==> src/rtl/multdiv_issue_ctrl_pkg.sv <==
`default_nettype none
// ==== multdiv_issue_ctrl_pkg : shared FSM encoding and writeback constants ====
// ==== rev 1.0                                                              ====
package multdiv_issue_ctrl_pkg;

  localparam logic [1:0] ST_IDLE = 2'd0;
  localparam logic [1:0] ST_BUSY = 2'd1;
  localparam logic [1:0] ST_DONE = 2'd2;

  localparam logic [4:0]  DEF_RSTATUS_REG   = 5'd30;
  localparam logic [31:0] DEF_MULT_EXC_CODE = 32'd4;
  localparam logic [31:0] DEF_DIV_EXC_CODE  = 32'd5;

endpackage
`default_nettype wire

==> src/rtl/multdiv_watchdog.sv <==
`default_nettype none
// ==== multdiv_watchdog : saturating cycle counter with terminal-count flag ====
// ==== rev 1.0                                                             ====
module multdiv_watchdog #(
  parameter int TIMEOUT = 40
) (
  input  logic clk,
  input  logic reset,
  input  logic clear,
  input  logic enable,
  output logic terminal
);

  localparam int CW = $clog2(TIMEOUT + 1);
  localparam logic [CW-1:0] C_LIMIT = CW'(TIMEOUT);

  logic [CW-1:0] count_q;
  logic [CW-1:0] count_d;

  always_comb begin
    count_d = count_q;
    if (clear) begin
      count_d = '0;
    end else if (enable && (count_q != C_LIMIT)) begin
      count_d = count_q + CW'(1);
    end
  end

  always_ff @(posedge clk or posedge reset) begin
    if (reset) begin
      count_q <= '0;
    end else begin
      count_q <= count_d;
    end
  end

  assign terminal = (count_q == C_LIMIT);

endmodule
`default_nettype wire

==> src/rtl/multdiv_issue_ctrl.sv <==
`default_nettype none
// ==== multdiv_issue_ctrl : issues mult/div ops, stalls until ready, writes back ====
// ==== rev 1.0                                                                   ====
module multdiv_issue_ctrl
  import multdiv_issue_ctrl_pkg::*;
#(
  parameter int          TIMEOUT       = 40,
  parameter logic [4:0]  RSTATUS_REG   = DEF_RSTATUS_REG,
  parameter logic [31:0] MULT_EXC_CODE = DEF_MULT_EXC_CODE,
  parameter logic [31:0] DIV_EXC_CODE  = DEF_DIV_EXC_CODE
) (
  input  logic        clk,
  input  logic        reset,
  input  logic        op_mult,
  input  logic        op_div,
  input  logic [4:0]  op_rd,
  input  logic [31:0] op_a,
  input  logic [31:0] op_b,
  input  logic [31:0] data_result,
  input  logic        data_exception,
  input  logic        data_resultRDY,
  output logic        ctrl_MULT,
  output logic        ctrl_DIV,
  output logic [31:0] data_operandA,
  output logic [31:0] data_operandB,
  output logic        stall,
  output logic        wb_valid,
  output logic [4:0]  wb_rd,
  output logic [31:0] wb_data
);

  logic [1:0]  state_q, state_d;
  logic        is_mult_q, is_mult_d;
  logic [4:0]  rd_q, rd_d;
  logic [31:0] opa_q, opa_d;
  logic [31:0] opb_q, opb_d;
  logic        mult_pulse_q, mult_pulse_d;
  logic        div_pulse_q, div_pulse_d;
  logic [4:0]  wb_rd_q, wb_rd_d;
  logic [31:0] wb_data_q, wb_data_d;

  logic        accept;
  logic        timed_out;
  logic [31:0] exc_code;

  assign accept   = (state_q == ST_IDLE) && (op_mult || op_div);
  assign exc_code = is_mult_q ? MULT_EXC_CODE : DIV_EXC_CODE;

  multdiv_watchdog #(
    .TIMEOUT (TIMEOUT)
  ) u_watchdog (
    .clk      (clk),
    .reset    (reset),
    .clear    (accept),
    .enable   (state_q == ST_BUSY),
    .terminal (timed_out)
  );

  always_comb begin
    state_d      = state_q;
    is_mult_d    = is_mult_q;
    rd_d         = rd_q;
    opa_d        = opa_q;
    opb_d        = opb_q;
    mult_pulse_d = 1'b0;
    div_pulse_d  = 1'b0;
    wb_rd_d      = wb_rd_q;
    wb_data_d    = wb_data_q;
    case (state_q)
      ST_IDLE: begin
        if (accept) begin
          // Mult has priority when both requests arrive together.
          is_mult_d    = op_mult;
          rd_d         = op_rd;
          opa_d        = op_a;
          opb_d        = op_b;
          mult_pulse_d = op_mult;
          div_pulse_d  = !op_mult;
          state_d      = ST_BUSY;
        end
      end
      ST_BUSY: begin
        if (data_resultRDY) begin
          wb_rd_d   = data_exception ? RSTATUS_REG : rd_q;
          wb_data_d = data_exception ? exc_code : data_result;
          state_d   = ST_DONE;
        end else if (timed_out) begin
          wb_rd_d   = RSTATUS_REG;
          wb_data_d = exc_code;
          state_d   = ST_DONE;
        end
      end
      // DONE is the release cycle of the same instruction, so requests are not accepted.
      default: begin
        state_d = ST_IDLE;
      end
    endcase
  end

  always_ff @(posedge clk or posedge reset) begin
    if (reset) begin
      state_q      <= ST_IDLE;
      is_mult_q    <= 1'b0;
      rd_q         <= '0;
      opa_q        <= '0;
      opb_q        <= '0;
      mult_pulse_q <= 1'b0;
      div_pulse_q  <= 1'b0;
      wb_rd_q      <= '0;
      wb_data_q    <= '0;
    end else begin
      state_q      <= state_d;
      is_mult_q    <= is_mult_d;
      rd_q         <= rd_d;
      opa_q        <= opa_d;
      opb_q        <= opb_d;
      mult_pulse_q <= mult_pulse_d;
      div_pulse_q  <= div_pulse_d;
      wb_rd_q      <= wb_rd_d;
      wb_data_q    <= wb_data_d;
    end
  end

  assign ctrl_MULT     = mult_pulse_q;
  assign ctrl_DIV      = div_pulse_q;
  assign data_operandA = opa_q;
  assign data_operandB = opb_q;
  assign stall         = accept || (state_q == ST_BUSY);
  assign wb_valid      = (state_q == ST_DONE);
  assign wb_rd         = wb_rd_q;
  assign wb_data       = wb_data_q;

endmodule
`default_nettype wire

==> config.mk <==
export PLATFORM = sky130hd
export DESIGN_NAME = multdiv_issue_ctrl
export DESIGN_NICKNAME = d
export VERILOG_FILES = /design/src/rtl/multdiv_issue_ctrl_pkg.sv /design/src/rtl/multdiv_watchdog.sv /design/src/rtl/multdiv_issue_ctrl.sv
export SDC_FILE = /design/constraint.sdc
export NUM_CORES = 1
export LEC_CHECK = 0
export BUFFER_PORTS_ARGS = -buffer_cell sky130_fd_sc_hd__buf_2
export CORE_AREA = 2 2 104 106
export DETAILED_ROUTE_END_ITERATION = 6
export DIE_AREA = 0 0 106 108
export PLACE_DENSITY = 0.8
export SETUP_SLACK_MARGIN = 0.2
export SYNTH_ARGS = -nofsm -noshare
export SYNTH_HDL_FRONTEND = slang
export SYNTH_SLANG_ARGS = --single-unit
==> constraint.sdc <==
create_clock -name clk -period 4.4 [get_ports clk]
set_input_delay 0.66 -clock clk [delete_from_list [all_inputs] [get_ports clk]]
set_output_delay 0.66 -clock clk [all_outputs]
set_load 0.02 [all_outputs]
; ---- Word-level counts from Yosys, hierarchy flattened
; Cells that the tools add are included.
[totals]
word_cells = 45
input_bits = 107
reg_bits = 117
out_inout_bits = 105
[classes]
n_reduce_logical = 11
n_addsub = 1
n_mux = 17
n_eq_ne = 6
[op_table]
columns = operator, n
row1 = $mux W32, 3
row2 = $mux W5, 3
row3 = $mux W6, 2
row4 = $add A6 B1 Y6 const B, 1
row5 = $eq A6 B6 Y1 const B, 1
row6 = $mux W2, 3
row7 = $ne A6 B6 Y1 const B, 1
row8 = $reduce_and A2 Y1, 3
row9 = $mux W1, 5
row10 = $pmux W2 S2, 1
row11 = $reduce_bool A2 Y1, 2
row12 = $ne A3 B3 Y1 const B, 1
row13 = $eq A2 B1 Y1 const B, 1
row14 = $eq A2 B2 Y1 const B, 1
row15 = $logic_and A1 B1 Y1, 2
row16 = $logic_not A2 Y1, 1
row17 = $logic_or A1 B1 Y1, 2
row18 = $ne A2 B2 Y1 const B, 1
row19 = $logic_not A1 Y1, 1

; ---- Depth between registers and ports, before layout
[logic_depth]
word_depth = 4
depth_mapped = 6
ltp_nobuf = 6

; ---- Cells and area by module
; A second synthesis with hierarchy kept.
[hier_totals]
hier_cells = 373
area_unflattened_um2 = 5046.1
[by_module_without_submodules]
columns = mod, cells_each, area_per_inst_um2, n_inst
row1 = multdiv_issue_ctrl, 332, 4658.2, 1
row2 = multdiv_watchdog, 41, 387.9, 1

; ---- Worst setup path before layout
; No wires, ideal clock.
[synth_path]
kind = input to output
from = input port op_mult
to = output port stall
required_time_ps = 3740
cell_stages = 2
path_buffers = 0
path_slack_ps = 2743
t_arrival_ps = 997
cell_sequence = o21ai_0 -> nand2_1
[synth_via]
elab_chain_cells = 3
[synth_rtl]
columns = element, line_no
row1 = start: declaration, multdiv_issue_ctrl.sv:14  ; input logic op_mult,
row2 = $logic_or A1 B1 Y1, multdiv_issue_ctrl.sv:46  ; assign accept = (state_q == ST_IDLE) && (op_mult || op_div);
row3 = $logic_and A1 B1 Y1, multdiv_issue_ctrl.sv:46
row4 = $logic_or A1 B1 Y1, multdiv_issue_ctrl.sv:128  ; assign stall = accept || (state_q == ST_BUSY);
row5 = end: declaration, multdiv_issue_ctrl.sv:26  ; output logic stall,
; Every way passes these cells.

; ---- Final worst setup path
[layout_path]
from = register state_q[0]
to = register opb_q[4], in the netlist data_operandB[4]
[layout_via]
elab_chain_cells = 3
[layout_rtl]
columns = element, line_no
row1 = start: declaration, multdiv_issue_ctrl.sv:32  ; logic [1:0] state_q, state_d;
row2 = start signal: assignment, multdiv_issue_ctrl.sv:112  ; state_q <= state_d;
row3 = $logic_not A2 Y1 *, "multdiv_issue_ctrl.sv:46, multdiv_issue_ctrl.sv:69"
row4 = $logic_and A1 B1 Y1, multdiv_issue_ctrl.sv:46
row5 = $reduce_and A2 Y1 (no line) *, n/a
row6 = end signal: assignment, multdiv_issue_ctrl.sv:116  ; opb_q <= opb_d;
row7 = end: declaration, multdiv_issue_ctrl.sv:36  ; logic [31:0] opb_q, opb_d;
; Every way passes the cells marked *; elsewhere a longest branch is shown, timed or not.
; A chain may end at the register's enable or synchronous reset.

==> key figures <==
Synthesis
  – Netlist cell types: 33
  – Largest area contributor in the netlist: dfrtp_1
  – YS warnings: 0
  – Synth top area cells: dfrtp_1 (61%), mux2_4 (19%), a22o_1 (5.7%)
  – Mapped Area: 0.00476 mm^2
  – Synth Instances: 289
  – Synth Net Count: 398
  – Number of synthesized flops with an enable pin: 0
  – Post-synth ARST share: 1.00
  – Syn_area_per_cell: 16.5 um^2
  – Sequential element share of the synthesized area: 0.615
  – Primary FF master, synth: dfrtp_1
  – Area share of the largest cell type after synthesis: 0.615
  – Register bit total from synthesis: 117

Finish
  – Nets: 618
  – P&R area growth vs syn: 37.1%
  – Share of cells above drive strength 1: 0.596
  – Design area: 0.00653 mm^2
  – Area of the multi-input gates: 0.00165 mm^2
  – Ant diodes: 0
  – Seq. cell area: 0.00293 mm^2
  – Fillers: 786

Hold path
  – Type of the most critical hold path: input port to async pin

Clocking
  – Root Driver: clkbuf_8
  – CTS tree: done
  – # clock sinks: 117
  – Post-cts sizing count: 0
  – Clk Latency, worst-skew pair: 0.51 ns
  – Postcts setup bufs: 0
  – Clock transition at path regs: 0.06 ns
  – TritonCTS Buffers: 17
  – Hold_buf cts: 0
  – Clock Tree Buf Depth: 2
  – Htree depth: 4

STA
  – Slew HR: 0.191
  – Clock Skew: 0.00865 ns
  – RSZ-0062 raised after global routing: no
  – Post-route setup TNS: 0 ns
  – Post-route clock period utilization: 0.519
  – Slew of the pin with the lowest slew margin: 1.21 ns
  – Hold Vio Cnt, Final: 0
  – Max Freq: 0.438 GHz
  – Crit path time final: 2.28 ns
  – Final Max Slew Viols: 0
  – Setup violations, final: 0

Critical path
  – Crit start category: flip-flop
  – R2r startpoint: state_q[0]
  – Crit path max-delay family: simple AND/OR/NAND/NOR gates
  – Reg2reg setup slack: 2.12 ns
  – WP data arrival: 2.66 ns
  – Worst path slowest cell: nor2_8
  – Crit end category: flip-flop
  – Crit path cell chain: or2_4, nor2_8, buf_12, mux2_1
  – Crit Path Class: flip-flop to flip-flop
  – CP Max Fanout: 39
  – Required @ worst endpoint: 4.78 ns
  – R2R cell count: 4
  – Worst Path Buf+Inv: 1
  – R2r endpoint: data_operandB[4]
  – CP max stage delay: 0.61 ns

Outcome
  – Status: completed

Detailed routing
  – Met1 WL: 4680 um
  – Number of remaining DRC errors: 0
  – Highest metal used: met4
  – Routed via count: 3276
  – First drt pass iteration count: 4
  – Remaining antenna violation count after routing: 0
  – Vias/cell: 4.98
  – Met2 Routed Length: 5730 um
  – WL/cell: 16.9 um
  – Final WL: 11200 um
  – Metal3 WL: 639 um
  – Initial DRC count: 162

Floorplan
  – Ports: 212
  – Chip width: 106 um
  – Core ar.: 0.0102 mm^2
  – Starting Density: 0.465
  – Die area: 0.0114 mm^2
  – Die height: 108 um
  – FP Rows: 37

Run
  – MaxCap Viol Count: 0

Pwr
  – Max rail drop VDD: 607 uV
  – Final Power: 5.76 mW
  – Static Leak: 3.39 nW
  – P per Cell Area: 883 mW/mm^2

Global routing
  – First-pass GRT wire length: 17800 um
  – Number of global-route vias before repair: 3454
  – Total grt overflow: 0
  – Largest net degree at the start of global routing: 55
  – Initial antenna violation count: 0
  – Global Route Usage Sum: 0.201

Placed design
  – Placer Congestion: 0.780
  – Post-DP Area: 0.00586 mm^2
  – Detail Placement HPWL: 7850 um
  – # port buffers: 211
-- cell families (layout without fill, tap and decap cells) --
kind of cell    Yosys count  after routing  share of synthesized area
flops                   117            117                      0.615
mux                      73             73                      0.219
compound gates           50             50                     0.0823
simple gates             28             28                     0.0389
buf+inv                  19            252                     0.0394
fa+ha+maj                 2              2                    0.00526
-- cells in the mapped netlist, types with 3 or more instances --
cell and count:
buf_2 6, dfrtp_1 117, mux2_1 10, mux2i_1 3, o21ai_0 9, inv_1 4, buf_12 6, mux2_4 60
nand2_1 6, a22o_1 31, a21oi_1 3, nor2b_1 3, o22a_1 5
-- routing by layer --
layer	global-route usage	up-vias
met2	0.334	120
met1	0.257	1659
met3	0.0573	10
met4	0.0648	0
li1	-	1487
met5	0	-
-- state kept, by name (all words and copies together), names as in the netlist --
signal / flops
ctrl_MULT: 1
is_mult_q: 1
ctrl_DIV: 1
wb_data: 32
data_operandA: 32
u_watchdog.count_q: 6
rd_q: 5
state_q: 2
data_operandB: 32
wb_rd: 5
-- layout make-up --
cell class	count	area share
inverter	5	0.00326
clock inverter	12	0.0347
timing repair buffer	215	0.168
tap	136	0.0261
sequential	117	0.449
clock buffer	20	0.0667
multi-input combinational	153	0.252
-- worst max path at each step --
| stage | start | endpoint | slack, ns | cells past startpoint |
|---|---|---|---|---|
| global route | state_q[1] | stall | 2.01 | 4 |
| detailed placement | data_resultRDY | wb_data[11] | 2.05 | 4 |
| floorplan | reset | ctrl_DIV | 0.64 | 1 |
| CTS | state_q[0] | data_operandB[4] | 2.14 | 4 |
| global placement | data_resultRDY | wb_data[13] | 2.10 | 4 |
| finish | state_q[0] | data_operandB[4] | 2.12 | 4 |
-- power by group --
group          switching (mW)  total [mW]  leakage (nW)  internal (mW)
logic                    1.25        2.32          1.66           1.07
clock network           0.484        1.53         0.315           1.05
registers               0.308        1.90          1.42           1.59
-- placed cells by master (no fill, tap or decap), types with 5 or more instances in the layout --
cell type,netlist,final
a22o_1,31,31
buf_2,6,211
bufinv_16,0,6
clkbuf_16,0,16
dfrtp_1,117,117
mux2_1,10,10
mux2_4,60,60
nand2_1,6,6
o21ai_0,9,9
o22a_1,5,5
-- per-stage QoR --
stage | hold slack, ns | std cells | util | worst slack [ns]
floorplan | 0.444 | 289 | - | 0.639
detailed placement | 0.473 | 626 | 0.573 | 2.05
global placement | 0.465 | 626 | 0.573 | 2.10
CTS | 0.145 | 658 | 0.638 | 2.14
global route | 0.160 | 658 | 0.638 | 2.01
finish | 0.150 | 658 | 0.638 | 2.12
-- worst register-to-register path, stage by stage, from the launching register on --
cell and delay, ns:
dfrtp_1 0.45, or2_4 0.32, nor2_8 0.61, buf_12 0.38
mux2_1 0.40
No activity file was read; power rests on OpenSTA's default activity.
